`src/rtl/lsu_mem_ctrl_pkg.sv`:
```
// Shared definitions for the load/store unit: opcodes, FSM states and
// small decode helpers used by the controller and the lane formatter.
package lsu_mem_ctrl_pkg;

    // Load/store operation selected by the decoder
    typedef enum logic [2:0] {
        LSU_LB  = 3'd0,
        LSU_LH  = 3'd1,
        LSU_LW  = 3'd2,
        LSU_LBU = 3'd3,
        LSU_LHU = 3'd4,
        LSU_SB  = 3'd5,
        LSU_SH  = 3'd6,
        LSU_SW  = 3'd7
    } lsu_op_e;

    // Controller states; only one access is ever in flight
    typedef enum logic [1:0] {
        ST_IDLE = 2'd0,
        ST_REQ  = 2'd1,
        ST_WAIT = 2'd2,
        ST_RESP = 2'd3
    } lsu_state_e;

    // True for the five load opcodes
    function automatic logic op_is_load(input lsu_op_e op);
        return (op == LSU_LB) || (op == LSU_LH) || (op == LSU_LW) ||
               (op == LSU_LBU) || (op == LSU_LHU);
    endfunction

    // Halfwords need an even address, words need a multiple of four
    function automatic logic op_misaligned(input lsu_op_e op, input logic [1:0] addr_lo);
        logic bad;
        case (op)
            LSU_LH, LSU_LHU, LSU_SH: bad = addr_lo[0];
            LSU_LW, LSU_SW:          bad = |addr_lo;
            default:                 bad = 1'b0;
        endcase
        return bad;
    endfunction

    // Exactly one of read/write must be set and it must agree with the opcode
    function automatic logic op_illegal(input lsu_op_e op, input logic rd, input logic wr);
        return (rd == wr) || (rd && !op_is_load(op)) || (wr && op_is_load(op));
    endfunction

endpackage

```
`src/rtl/lsu_align.sv`:
```
// Lane formatter: replicates store data across byte lanes with the matching
// write strobes, and extracts/extends the addressed part of a loaded word.
module lsu_align
    import lsu_mem_ctrl_pkg::*;
(
    input  lsu_op_e     op,
    input  logic [1:0]  addr_lo,
    input  logic [31:0] st_data,
    input  logic [31:0] ld_word,
    output logic [3:0]  wstrb,
    output logic [31:0] wdata,
    output logic [31:0] ld_data
);

    logic [7:0]  ld_byte;
    logic [15:0] ld_half;

    // Store formatting: data is replicated so every enabled lane sees its bytes
    always_comb begin
        wstrb = 4'b0000;
        wdata = 32'h0000_0000;
        case (op)
            LSU_SB: begin
                wdata = {4{st_data[7:0]}};
                wstrb = 4'b0001 << addr_lo;
            end
            LSU_SH: begin
                wdata = {2{st_data[15:0]}};
                wstrb = addr_lo[1] ? 4'b1100 : 4'b0011;
            end
            LSU_SW: begin
                wdata = st_data;
                wstrb = 4'b1111;
            end
            default: begin
                wdata = 32'h0000_0000;
                wstrb = 4'b0000;
            end
        endcase
    end

    // Load extraction: pick the addressed lane, then sign- or zero-extend
    always_comb begin
        ld_byte = 8'h00;
        ld_half = 16'h0000;
        ld_data = 32'h0000_0000;
        case (addr_lo)
            2'd0:    ld_byte = ld_word[7:0];
            2'd1:    ld_byte = ld_word[15:8];
            2'd2:    ld_byte = ld_word[23:16];
            default: ld_byte = ld_word[31:24];
        endcase
        ld_half = addr_lo[1] ? ld_word[31:16] : ld_word[15:0];
        case (op)
            LSU_LB:  ld_data = {{24{ld_byte[7]}}, ld_byte};
            LSU_LBU: ld_data = {24'h000000, ld_byte};
            LSU_LH:  ld_data = {{16{ld_half[15]}}, ld_half};
            LSU_LHU: ld_data = {16'h0000, ld_half};
            LSU_LW:  ld_data = ld_word;
            default: ld_data = 32'h0000_0000;
        endcase
    end

endmodule

```
`src/rtl/lsu_mem_ctrl.sv`:
```
// Load/store controller: accepts one decoded memory operation at a time,
// runs it on a word-wide request/grant/rvalid bus and returns a single
// completion pulse with the extended load value or an error flag.
module lsu_mem_ctrl
    import lsu_mem_ctrl_pkg::*;
#(
    parameter int TIMEOUT = 256,
    parameter int RD_W    = 5
) (
    input  logic            clk,
    input  logic            rst_n,
    input  logic            req_valid,
    output logic            req_ready,
    input  logic            req_read,
    input  logic            req_write,
    input  logic [2:0]      req_op,
    input  logic [31:0]     req_addr,
    input  logic [31:0]     req_wdata,
    input  logic [RD_W-1:0] req_rd,
    output logic            mem_req,
    output logic            mem_we,
    output logic [31:0]     mem_addr,
    output logic [3:0]      mem_wstrb,
    output logic [31:0]     mem_wdata,
    input  logic            mem_gnt,
    input  logic            mem_rvalid,
    input  logic [31:0]     mem_rdata,
    output logic            resp_valid,
    output logic            resp_we,
    output logic [RD_W-1:0] resp_rd,
    output logic [31:0]     resp_data,
    output logic            resp_err
);

    localparam int CNT_W = $clog2(TIMEOUT);
    localparam logic [CNT_W-1:0] CNT_LAST = CNT_W'(TIMEOUT - 1);

    lsu_state_e      state;
    lsu_state_e      state_nxt;

    lsu_op_e         op_q;
    logic [31:0]     addr_q;
    logic [31:0]     wdata_q;
    logic [31:0]     rdata_q;
    logic [RD_W-1:0] rd_q;
    logic            err_q;
    logic [CNT_W-1:0] cnt_q;

    lsu_op_e         req_op_e;
    logic            accept;
    logic            req_bad;
    logic            in_flight;
    logic            timed_out;
    logic            op_load_q;

    logic [3:0]      al_wstrb;
    logic [31:0]     al_wdata;
    logic [31:0]     al_ld_data;

    assign req_op_e  = lsu_op_e'(req_op);
    assign accept    = (state == ST_IDLE) && req_valid;
    assign req_bad   = op_illegal(req_op_e, req_read, req_write) ||
                       op_misaligned(req_op_e, req_addr[1:0]);
    assign in_flight = (state == ST_REQ) || (state == ST_WAIT);
    assign timed_out = in_flight && (cnt_q == CNT_LAST);
    assign op_load_q = op_is_load(op_q);

    lsu_align u_align (
        .op      (op_q),
        .addr_lo (addr_q[1:0]),
        .st_data (wdata_q),
        .ld_word (rdata_q),
        .wstrb   (al_wstrb),
        .wdata   (al_wdata),
        .ld_data (al_ld_data)
    );

    // State register; reset abandons whatever access was pending
    always_ff @(posedge clk or negedge rst_n) begin
        if (!rst_n) begin
            state <= ST_IDLE;
        end else begin
            state <= state_nxt;
        end
    end

    // Request capture, error flag and load data; bad requests are flagged at accept
    always_ff @(posedge clk or negedge rst_n) begin
        if (!rst_n) begin
            op_q    <= LSU_LB;
            addr_q  <= 32'h0000_0000;
            wdata_q <= 32'h0000_0000;
            rdata_q <= 32'h0000_0000;
            rd_q    <= '0;
            err_q   <= 1'b0;
        end else begin
            if (accept) begin
                op_q    <= req_op_e;
                addr_q  <= req_addr;
                wdata_q <= req_wdata;
                rd_q    <= req_rd;
                err_q   <= req_bad;
                rdata_q <= 32'h0000_0000;
            end else if (timed_out) begin
                err_q   <= 1'b1;
            end
            if ((state == ST_WAIT) && mem_rvalid && !timed_out) begin
                rdata_q <= mem_rdata;
            end
        end
    end

    // Bus watchdog: cleared on accept, advances on every REQ/WAIT cycle
    always_ff @(posedge clk or negedge rst_n) begin
        if (!rst_n) begin
            cnt_q <= '0;
        end else if (accept) begin
            cnt_q <= '0;
        end else if (in_flight) begin
            cnt_q <= cnt_q + 1'b1;
        end
    end

    // Next-state logic; the watchdog wins over a grant or rvalid in the same cycle
    always_comb begin
        state_nxt = state;
        case (state)
            ST_IDLE: begin
                if (req_valid) begin
                    state_nxt = req_bad ? ST_RESP : ST_REQ;
                end
            end
            ST_REQ: begin
                if (timed_out) begin
                    state_nxt = ST_RESP;
                end else if (mem_gnt) begin
                    state_nxt = op_load_q ? ST_WAIT : ST_RESP;
                end
            end
            ST_WAIT: begin
                if (timed_out || mem_rvalid) begin
                    state_nxt = ST_RESP;
                end
            end
            ST_RESP: begin
                state_nxt = ST_IDLE;
            end
            default: begin
                state_nxt = ST_IDLE;
            end
        endcase
    end

    // Outputs: bus fields are only non-zero while requesting, response only in RESP
    always_comb begin
        req_ready  = 1'b0;
        mem_req    = 1'b0;
        mem_we     = 1'b0;
        mem_addr   = 32'h0000_0000;
        mem_wstrb  = 4'b0000;
        mem_wdata  = 32'h0000_0000;
        resp_valid = 1'b0;
        resp_we    = 1'b0;
        resp_rd    = '0;
        resp_data  = 32'h0000_0000;
        resp_err   = 1'b0;
        case (state)
            ST_IDLE: begin
                req_ready = 1'b1;
            end
            ST_REQ: begin
                mem_req   = 1'b1;
                mem_we    = !op_load_q;
                mem_addr  = {addr_q[31:2], 2'b00};
                mem_wstrb = al_wstrb;
                mem_wdata = al_wdata;
            end
            ST_RESP: begin
                resp_valid = 1'b1;
                resp_err   = err_q;
                resp_rd    = rd_q;
                resp_we    = !err_q && op_load_q;
                resp_data  = (!err_q && op_load_q) ? al_ld_data : 32'h0000_0000;
            end
            default: begin
                req_ready = 1'b0;
            end
        endcase
    end

endmodule

```
`config.mk`:
```
export PLATFORM = sky130hd
export DESIGN_NAME = lsu_mem_ctrl
export DESIGN_NICKNAME = d
export VERILOG_FILES = /design/src/rtl/lsu_mem_ctrl_pkg.sv /design/src/rtl/lsu_align.sv /design/src/rtl/lsu_mem_ctrl.sv
export SDC_FILE = /design/constraint.sdc
export NUM_CORES = 1
export LEC_CHECK = 0
export CORE_MARGIN = 4
export CORE_UTILIZATION = 43
export CTS_BUF_LIST = sky130_fd_sc_hd__clkbuf_4 sky130_fd_sc_hd__clkbuf_8
export DETAILED_ROUTE_END_ITERATION = 12
export GPL_TIMING_DRIVEN = 0
export PLACE_DENSITY = 0.88
export SKIP_CTS_REPAIR_TIMING = 1
export SYNTH_ARGS = -nofsm -noshare
export SYNTH_HDL_FRONTEND = slang
export SYNTH_SLANG_ARGS = --single-unit
```
`constraint.sdc`:
```
create_clock -name clk -period 1.8 [get_ports clk]
set_input_delay 0.18 -clock clk [delete_from_list [all_inputs] [get_ports clk]]
set_output_delay 0.18 -clock clk [all_outputs]
set_load 0.05 [all_outputs]
```
==> results.cfg <==
[outcome]
status = finished, violations left
violations = negative setup slack

[clock_tree]
clk_latency_ns = 0.45
clock_sinks = 115
htree_levels = 4
clockBufferDepth = 2
cts_tree = done
clk_pin_slew_ns = 0.07
cts_inserted_buffers = 17
root_buffer = clkbuf_8

[logic_synthesis]
yosys_warnings = 0
synthArstFlopShare = 1.00
synth_area_sq_mm = 0.00634
postSynthAreaPerCell_sq_um = 8.27
synthDistinctLibCells = 46
synth_edf_count = 0
synth-seq-cells = 115
synthFlopType = dfrtp_1
postSynthCellCount = 767
seq_area_frac_synth = 0.454

[setup_path]
slowest_stage = mux4_2
required_ns = 1.62
r2r-end = rdata_q[24]
path_common_cell = buf_6
arrival_ns = 2.37
path_class = flop to output pin
r2r_cells = 11
crit_path_cell_trace = buf_6 > mux4_2 > mux2i_4 > nor4_4 > buf_6 > a21o_4 > buf_6
regToRegSetupSlack_ns = -0.37
crit_path_start_kind = flop
crit_path_max_fanout = 10
cp-end-kind = output pin
r2r_start = state[0]
max_stage_delay_ns = 0.59

[pwr]
cellPowerDensity_mw_per_mm2 = 1530
power.internal_uw = 9560
p_switching_uw = 7810
vdd_drop_max_uv = 888
p_comb_frac = 0.568
power_frac_clock = 0.152
finalPower_uw = 17400
pwr-share-seq = 0.279
swShare = 0.449
leakagePower_uw = 0.00529

[global_route]
use_met1 = 0.310
grt_pass1_wl_um = 32600
antenna_found_initial = 0
gr-usage-met3 = 0.0717
grt_remaining_overflow = 0
grt_busiest_layer = met2
grt_pass1_vias = 6443
grt_max_degree = 73
grt_usage = 0.251
grt_use_met2 = 0.410

[timing]
rsz0062_at_grt = yes
fin_crit_ns = 2.55
maxSlewHeadroom = 0.553
min_period_over_period = 1.42
worst_slew_pin_slew_ns = 0.670
hold_ws_ns = 0.224
finalSetupViolations = 194
fmax_mhz = 392
finalClockSkew_ns = 0.0175
fin_ws_ns = -0.752
hold_viol_final = 0
slew_violations = 0

[job]
maxCapViolations = 0

[route]
drt-initial-drc-count = 648
wl_per_cell_um = 20.8
vias_per_cell = 5.66
drcViolationCount = 0
drt_pass1_iterations = 7
route.vias.total = 7124
wl_um = 26200
drt.antenna.violating_nets = 0

[final_layout]
nFillCells = 845
area_delta_synth_final_pct = 78.8
finalInstanceArea_sq_mm = 0.0113
drive_above_1_share = 0.416
layout.nets = 1176

[die]
io_pins = 222
core_area_sq_mm = 0.0145
die_h_um = 129
die-area_sq_mm = 0.0168
rows = 44
initial_core_util = 0.438
dieWidth_um = 129

[place]
gp_congestion = 0.890
port_buffers = 219
dp_hpwl_um = 15500
placed_cell_area_sq_mm = 0.00929
pre_cts_ws_ns = -1.20

[min_path]
hold_path_class = primary input to asynchronous set/reset pin
-- cell usage in the layout (no fill, tap or decap), drive strengths merged, types with 2 or more instances in the layout --
master,count
nand4b,2
a22oi,2
nand3b,3
clkinv,3
nand2,271
or3,3
o21ai,40
nor2b,8
nand2b,5
a21oi,37
mux4,8
and3,4
a21o,17
buf,186
bufinv,3
conb,2
nand3,36
dfrtp,115
inv,40
a31oi,9
a221o,7
xor2,4
nand4,3
clkdlybuf4s50,109
clkbuf,47
nor2,12
xnor2,3
and2,47
ha,5
nor3,3
mux2,18
mux2i,5
clkinvlp,5
nor4b,2
-- sequential cells by signal, indices dropped and copies added, names as in the netlist --
register / cells
rdata_q: 32
err_q: 1
wdata_q: 32
cnt_q: 8
op_q: 3
rd_q: 5
state: 2
addr_q: 32
-- layer usage --
| layer | vias to the layer above | part of all wire |
|---|---|---|
| met1 | 3471 | 0.36 |
| met4 | 0 | 0.051 |
| met3 | 115 | 0.082 |
| li1 | 3101 | - |
| met2 | 437 | 0.50 |
| met5 | - | 0 |
-- worst max path at each step --
stage,slack (ns),cells past startpoint,startpoint,end
CTS,-1.69,7,state[1],mem_wstrb[1]
floorplan,-0.38,6,state[1],mem_wdata[14]
global route,-0.81,7,addr_q[1],resp_data[21]
global placement,-3.96,1,rst_n,wdata_q[19]
detailed placement,-1.20,7,state[1],mem_wstrb[1]
finish,-0.75,7,addr_q[1],resp_data[21]
-- kinds of logic (layout without fill, tap and decap cells) --
family                     Yosys count  in the layout  synth area share
adders and majority gates            5              5           0.00987
buffers and inverters               91            394            0.0608
other                                1              3          0.000591
and+or+nand+nor                    399            401             0.282
muxes                               31             31            0.0683
xor gates and xnor gates             7              7           0.00967
AOI/OAI and AO/OA                  118            118             0.115
DFF                                115            115             0.454
-- Yosys cell counts (2+ instances only) --
library cell	count	share of area
nor2b_1	8	0.0079
nand4b_1	2	0.0028
or3_1	3	0.0030
a22oi_1	2	0.0024
buf_6	3	0.0053
a31oi_1	9	0.0089
dfrtp_1	115	0.45
nand4_1	2	0.0020
xor2_1	4	0.0055
clkbuf_1	34	0.020
nor4b_1	2	0.0028
a21o_1	17	0.020
mux4_2	8	0.028
buf_1	3	0.0018
mux2i_1	5	0.0079
a21oi_1	37	0.029
mux2_2	17	0.030
o21ai_0	39	0.031
buf_4	3	0.0036
nor2_1	11	0.0065
and2_1	45	0.044
xnor2_1	3	0.0041
buf_2	8	0.0063
nand3b_1	3	0.0036
nor3_1	2	0.0016
nand2b_1	5	0.0049
nand2_1	271	0.16
and3_1	4	0.0039
nand3_1	36	0.028
ha_1	5	0.0099
inv_1	40	0.024
a221o_1	7	0.011
-- cell type report --
type | count | area (sq um) | share of cell area
Antenna cell | 1 | 2.50 | 0.000221
Tap cell | 184 | 230 | 0.0203
Timing Repair Buffer | 274 | 3010 | 0.266
Buffer | 48 | 508 | 0.0448
Sequential cell | 115 | 2880 | 0.254
Clock buffer | 21 | 270 | 0.0238
Multi-Input combinational cell | 564 | 4120 | 0.363
Inverter | 40 | 160 | 0.0141
Clock inverter | 11 | 153 | 0.0135
-- worst max-delay path: cells and delay by family (launching register included) --
kind / cells / cell delay, ns
AOI/OAI and AO/OA: 1 / 0.20
DFF: 1 / 0.36
and+or+nand+nor: 1 / 0.08
buffers and inverters: 3 / 0.44
muxes: 2 / 0.84
-- metrics by stage --
stage | cells | TNS [ns] | util
CTS | 1204 | -190.27 | 0.671
detailed placement | 1172 | -133.67 | 0.642
global placement | 1171 | -581.18 | 0.640
global route | 1257 | -71.37 | 0.783
finish | 1258 | -58.36 | 0.783
floorplan | 768 | -41.28 | -
-- power by group through the flow --
stage               combinational [uW]  clock, uW  sequential (uW)
global route                     10500       2780             4940
global placement                  6600          0             4600
floorplan                         4980          0             4340
finish                            9870       2650             4850
CTS                               6840       2630             4630
detailed placement                6790          0             4660
Note: power is estimated with default switching activity, not from simulation.
